$ cat config.mk
export PLATFORM = sky130hd
export DESIGN_NAME = imem_fetch_ctrl
export DESIGN_NICKNAME = d
export VERILOG_FILES = /design/src/rtl/imem_fetch_ctrl.sv
export SDC_FILE = /design/constraint.sdc
export NUM_CORES = 1
export LEC_CHECK = 0
export ABC_AREA = 1
export ABC_CLOCK_PERIOD_IN_PS = 5800
export CELL_PAD_IN_SITES_DETAIL_PLACEMENT = 2
export CELL_PAD_IN_SITES_GLOBAL_PLACEMENT = 2
export CORE_ASPECT_RATIO = 0.75
export CORE_MARGIN = 1
export CORE_UTILIZATION = 25
export CTS_CLUSTER_SIZE = 12
export DETAILED_ROUTE_END_ITERATION = 16
export GPL_TIMING_DRIVEN = 0
export HOLD_SLACK_MARGIN = 0.03
export MAX_ROUTING_LAYER = met4
export PLACE_DENSITY = 0.84
export SLEW_MARGIN = 20
export SYNTH_ARGS = -nofsm -noshare
export SYNTH_HDL_FRONTEND = slang
export SYNTH_SLANG_ARGS = --single-unit
$ cat constraint.sdc
create_clock -name clock -period 5.8 [get_ports clock]
set_input_delay 1.74 -clock clock [delete_from_list [all_inputs] [get_ports clock]]
set_output_delay 1.74 -clock clock [all_outputs]
set_load 0.02 [all_outputs]
$ cat src/rtl/imem_fetch_ctrl.sv
// imem_fetch_ctrl: fetch sequencer and memory-port arbiter in front of a
// synchronous instruction memory with one cycle of read latency.
// Owns the PC, presents fetched instructions to IF/ID, holds them across
// stalls, squashes them on redirect, and lends idle memory slots to a
// debug/loader read port.
// Optional build macro: DBG_STARVE_GUARD_EN lets a debug request that has
// waited DBG_MAX_WAIT cycles steal one fetch slot while running.
module imem_fetch_ctrl #(
  parameter int          ADDR_W       = 30,
  parameter logic [31:0] RESET_PC     = 32'h0000_0000,
  parameter logic [31:0] NOP_INST     = 32'h0000_0013,
  parameter int          DBG_MAX_WAIT = 8
) (
  input  logic              clock,
  input  logic              rst,
  input  logic              fetch_en,
  input  logic              if_stall,
  input  logic              redirect_valid,
  input  logic [31:0]       redirect_pc,
  output logic [ADDR_W-1:0] mem_addr,
  input  logic [31:0]       mem_q,
  output logic              if_valid,
  output logic [31:0]       if_pc,
  output logic [31:0]       if_inst,
  input  logic              dbg_req,
  input  logic [31:0]       dbg_addr,
  output logic              dbg_gnt,
  output logic              dbg_rvalid,
  output logic [31:0]       dbg_rdata
);

  typedef enum logic [1:0] {IDLE, RUN, HOLD} state_t;

  state_t      state, nstate;
  logic [31:0] pc;             // next PC to be issued
  logic        issue;          // a fetch goes to memory this cycle
  logic [31:0] issue_pc;
  logic        steal_ok;       // starvation guard wants this RUN slot

  // stage p1: memory is returning data for what was issued last cycle
  logic        fetch_vld_p1;
  logic [31:0] fetch_pc_p1;
  logic [31:0] hold_inst_p1;
  logic        dbg_vld_p1;
  logic [31:0] dbg_rdata_p1;

  logic        unused_addr_bits;
  assign unused_addr_bits = ^{redirect_pc[1:0], dbg_addr};

`ifdef DBG_STARVE_GUARD_EN
  localparam int WAIT_W = $clog2(DBG_MAX_WAIT + 1);
  logic [WAIT_W-1:0] wait_cnt;

  assign steal_ok = dbg_req && (wait_cnt >= WAIT_W'(DBG_MAX_WAIT - 1));

  // Count RUN cycles a debug request has been left waiting; saturates.
  always_ff @(posedge clock or posedge rst) begin
    if (rst)
      wait_cnt <= '0;
    else if (!dbg_req || dbg_gnt)
      wait_cnt <= '0;
    else if (state == RUN && wait_cnt < WAIT_W'(DBG_MAX_WAIT))
      wait_cnt <= wait_cnt + 1'b1;
  end
`else
  logic unused_guard;
  assign unused_guard = (DBG_MAX_WAIT > 0);
  assign steal_ok     = 1'b0;
`endif

  // A redirect squashes whatever is presented this cycle.
  assign if_valid  = (fetch_vld_p1 || state == HOLD) && !redirect_valid;
  assign if_pc     = fetch_pc_p1;
  assign if_inst   = !if_valid    ? NOP_INST :
                     fetch_vld_p1 ? mem_q    : hold_inst_p1;
  assign dbg_rvalid = dbg_vld_p1;
  assign dbg_rdata  = dbg_vld_p1 ? mem_q : dbg_rdata_p1;

  // Next state, fetch issue and memory-port arbitration.
  always_comb begin
    nstate   = state;
    issue    = 1'b0;
    issue_pc = pc;
    dbg_gnt  = 1'b0;
    if (redirect_valid) begin
      issue_pc = {redirect_pc[31:2], 2'b00};
      if (state != IDLE || fetch_en) begin
        issue  = 1'b1;
        nstate = RUN;
      end
    end else begin
      unique case (state)
        IDLE: begin
          if (dbg_req) begin
            dbg_gnt = 1'b1;
          end else if (fetch_en) begin
            issue  = 1'b1;
            nstate = RUN;
          end
        end
        RUN: begin
          if (if_valid && if_stall) begin
            dbg_gnt = steal_ok;
            nstate  = HOLD;
          end else if (!fetch_en) begin
            nstate = IDLE;
          end else if (steal_ok) begin
            dbg_gnt = 1'b1;
          end else begin
            issue = 1'b1;
          end
        end
        HOLD: begin
          dbg_gnt = dbg_req;
          if (!if_stall) begin
            issue  = fetch_en && !dbg_req;
            nstate = fetch_en ? RUN : IDLE;
          end
        end
        default: nstate = IDLE;
      endcase
    end
    if (redirect_valid || !dbg_gnt)
      mem_addr = issue_pc[ADDR_W+1:2];
    else
      mem_addr = dbg_addr[ADDR_W+1:2];
  end

  // State, PC and p1 pipeline registers.
  always_ff @(posedge clock or posedge rst) begin
    if (rst) begin
      state        <= IDLE;
      pc           <= RESET_PC;
      fetch_vld_p1 <= 1'b0;
      fetch_pc_p1  <= RESET_PC;
      hold_inst_p1 <= NOP_INST;
      dbg_vld_p1   <= 1'b0;
      dbg_rdata_p1 <= '0;
    end else begin
      state        <= nstate;
      fetch_vld_p1 <= issue;
      dbg_vld_p1   <= dbg_gnt;
      if (issue) begin
        pc          <= issue_pc + 32'd4;
        fetch_pc_p1 <= issue_pc;
      end else if (redirect_valid) begin
        pc <= issue_pc;
      end
      if (fetch_vld_p1)
        hold_inst_p1 <= mem_q;
      if (dbg_vld_p1)
        dbg_rdata_p1 <= mem_q;
    end
  end

endmodule

==> metrics.md <==
| Metric | Value |
|---|---|
| Yosys Warn Count | 0 |
| Core Rows | 52 |
| Required time worst endpoint | around 4100 ps |
| Die X | 194 µm |
| Syn Inst Count | between 800 and 900 |
| Hold Buf Count CTS | 0 |
| Slew HR | roughly 56% |
| VDD IR-drop max | approximately 0.22 mV |
| Die Ht | 146 µm |
| Post-synthesis register bit count | 132 |
| Vias in the first global route | 7691 |
| Final Skew | between 8 and 9 ps |
| DIE AREA | approximately 28000 µm² |
| Async S/R FF share, synth | 100% |
| Number of remaining DRC errors | 0 |
| Most common cell in the netlist | nand2_1 |
| Top FF cell, synth | dfrtp_1 |
| Endpoints failing hold | 0 |
| Post-DP HPWL | between 20 and 25 mm |
| Synthesized Nets | just under 1000 |
| Yosys top cell by area | dfrtp_1 |
| Clock root cell | clkbuf_16 |
| WL final | 28.5 mm |
| CORE AREA | approximately 27000 µm² |
| Total power | about 4.6 mW |
| Clock Path Buffers | 2 |
| Initial Util | approximately 26% |
| Worst Hold Class | reg2reg |
| Minimum clock period | about 5600 ps |
| Area Growth Syn to Fin | 49.0% |
| Global route total overflow | 0 |
| CP Launch Type | input pin |
| Crit end category | primary output |
| Overall routing resource usage | 21.3% |
| Crit Path Category | in2out |
| Max Cap Violations | 0 |
| Clk sinks | 132 |
| Yosys top cell area share | between 40% and 50% |
| Initial antenna violation count | 1 |
| Via count | 6905 |
| Endpoints failing setup | 0 |
| Routability congestion estimate | about 0.9 |
| Worst-Margin Slew | approximately 660 ps |
| Via density | 4.59 |
| Pre-CTS WS | -776 ps |
| CTS tree | done |
| Worst-path clk slew | 60 ps |
| Htree depth | 4 |
| Final worst setup slack | about 160 ps |
| Top cells by count, synth | 305 x nand2_1, 129 x dfrtp_1, 102 x o21ai_0 |
| Nets@finish | roughly 1200 |
| Synth area leaders | dfrtp_1 47%, nand2_1 17%, o21ai_0 7.4% |
| Post-synth EDFFs | 0 |
| Cell variety after synth | 31 |
| Static leakage | roughly 4.8 nW |
| TritonCTS buffer count | 17 |
| Final Max Tran Viols | 0 |
| Routed len/inst | around 19 µm |
| Share of cells above drive strength 1 | between 10% and 20% |
| Largest net degree at the start of global routing | 74 |
| Unrepaired setup endpoints after global routing | false |
| Tcrit/Tclk final | ~97% |
| Syn Area/Cell | between 7 and 8 µm² |
| Sequential area share after synthesis | between 40% and 50% |
| I/O pin cnt | approximately 230 |
| Routed Antenna Nets | 0 |
| Insertion delay to the later sink of the worst-skew pair | roughly 420 ps |
| WP data arrival | 3900 ps |
| DRT iter0 DRCs | 290 |
| Status | finished clean |
| Max FO, Critical Path | 10 |
| Port Buf Inserts | roughly 230 |
| Synth Cell Area | a little under 7000 µm² |
| Power density cells | between 400 and 500 nW/µm² |
| Max Fclk | 177 MHz |
| Pre-antenna DRT Iters | 4 |
| First-pass GRT wire length | 44.8 mm |
==> sequential cells by signal, indices dropped and copies added, names as in the netlist <==
signal        flops
dbg_rdata_p1     32
dbg_rvalid        1
fetch_vld_p1      1
hold_inst_p1     32
if_pc            32
pc               32
state             2
==> per-stage QoR <==
step	TNS (ps)	utilization, %	instances	cell area [µm²]	hold slack (ps)
3_3_place_gp	-270080	35.5	1469	9630	460
2_1_floorplan	0	-	892	6930	459
3_5_place_dp	-18090	35.6	1470	9660	472
6_report	0	38.1	1504	10300	483
4_1_cts	0	37.9	1502	10300	488
5_1_grt	0	38.0	1503	10300	515
==> worst max-delay path: stages <==
cell             delay, ps
clkdlybuf4s50_1        520
buf_6                  220
nor3_4                 250
clkbuf_8               250
inv_1                  100
a31oi_1                200
clkdlybuf4s50_1        630
==> final timing paths <==
kind | from | to | slack (ps) | cells past startpoint
max | redirect_valid | mem_addr[10] | 160 | 7
min | if_pc[9] | if_pc[9] | 480 | 2
max in group asynchronous | rst | if_pc[3] | 3250 | 3
min reg2reg | if_pc[9] | if_pc[9] | 480 | 2
min in group asynchronous | rst | dbg_rdata_p1[28] | 1730 | 2
max reg2reg | pc[2] | pc[26] | 3590 | 14
==> power by group <==
group / internal [mW] / switching (mW)
clock: 0.638 / 0.445
sequential: 1.28 / 0.128
combinational: 0.874 / 1.23
total: 2.79 / 1.81
==> repair_timing <==
action	in CTS	in global routing
endpoints found under the hold margin	0	0
gates resized for setup	19	23
buffers inserted	0	0
endpoints found under the setup margin	31	19
==> kinds of logic after synthesis <==
| family | share of synthesized area (%) |
|---|---|
| AO/OA/AOI/OAI | 8.20 |
| XOR/XNOR | 1.39 |
| adder cells (fa/ha/maj) | 0.181 |
| buffers and inverters | 7.60 |
| flip-flops | 47.7 |
| multiplexers | 4.71 |
| AND/OR/NAND/NOR | 30.2 |
==> cell usage in the layout (no fill, tap or decap), types with 8 or more instances in the layout <==
cell type and instances:
or2_2 33, dlygate4sd2_1 8, nor2_2 21, nand2_2 26, nand2_1 305, clkbuf_1 14, o21ai_0 100, clkdlybuf4s50_1 201
buf_2 11, nor2_1 72, clkbuf_16 17, mux2_2 29, dlymetal6s2s_1 17, xor2_1 10, inv_1 82, dfrtp_1 129
nand3_1 18
==> final cells by class <==
type | instances | area (µm²)
fillers | 3050 | 16800
flip-flops and latches | 132 | 3310
multi-input cells | 636 | 3110
repair buffers | 227 | 2320
clock buffers | 22 | 484
well taps | 351 | 439
inverters | 86 | 333
plain buffers | 38 | 230
clock inverters | 10 | 98.8
diodes | 2 | 5.00
==> layer usage <==
| metal | share of wire, % | routed length, µm | GRT usage (%) | up-vias |
|---|---|---|---|---|
| met5 | 0 | 0 | - | - |
| li1 | - | - | - | 3262 |
| met3 | 4.4 | 1260 | 4.04 | 17 |
| met4 | 0.99 | 281 | 4.88 | 0 |
| met2 | 45 | 12900 | 32.7 | 157 |
| met1 | 49 | 14000 | 29.0 | 3469 |
No activity file was read; power rests on OpenSTA's default activity.
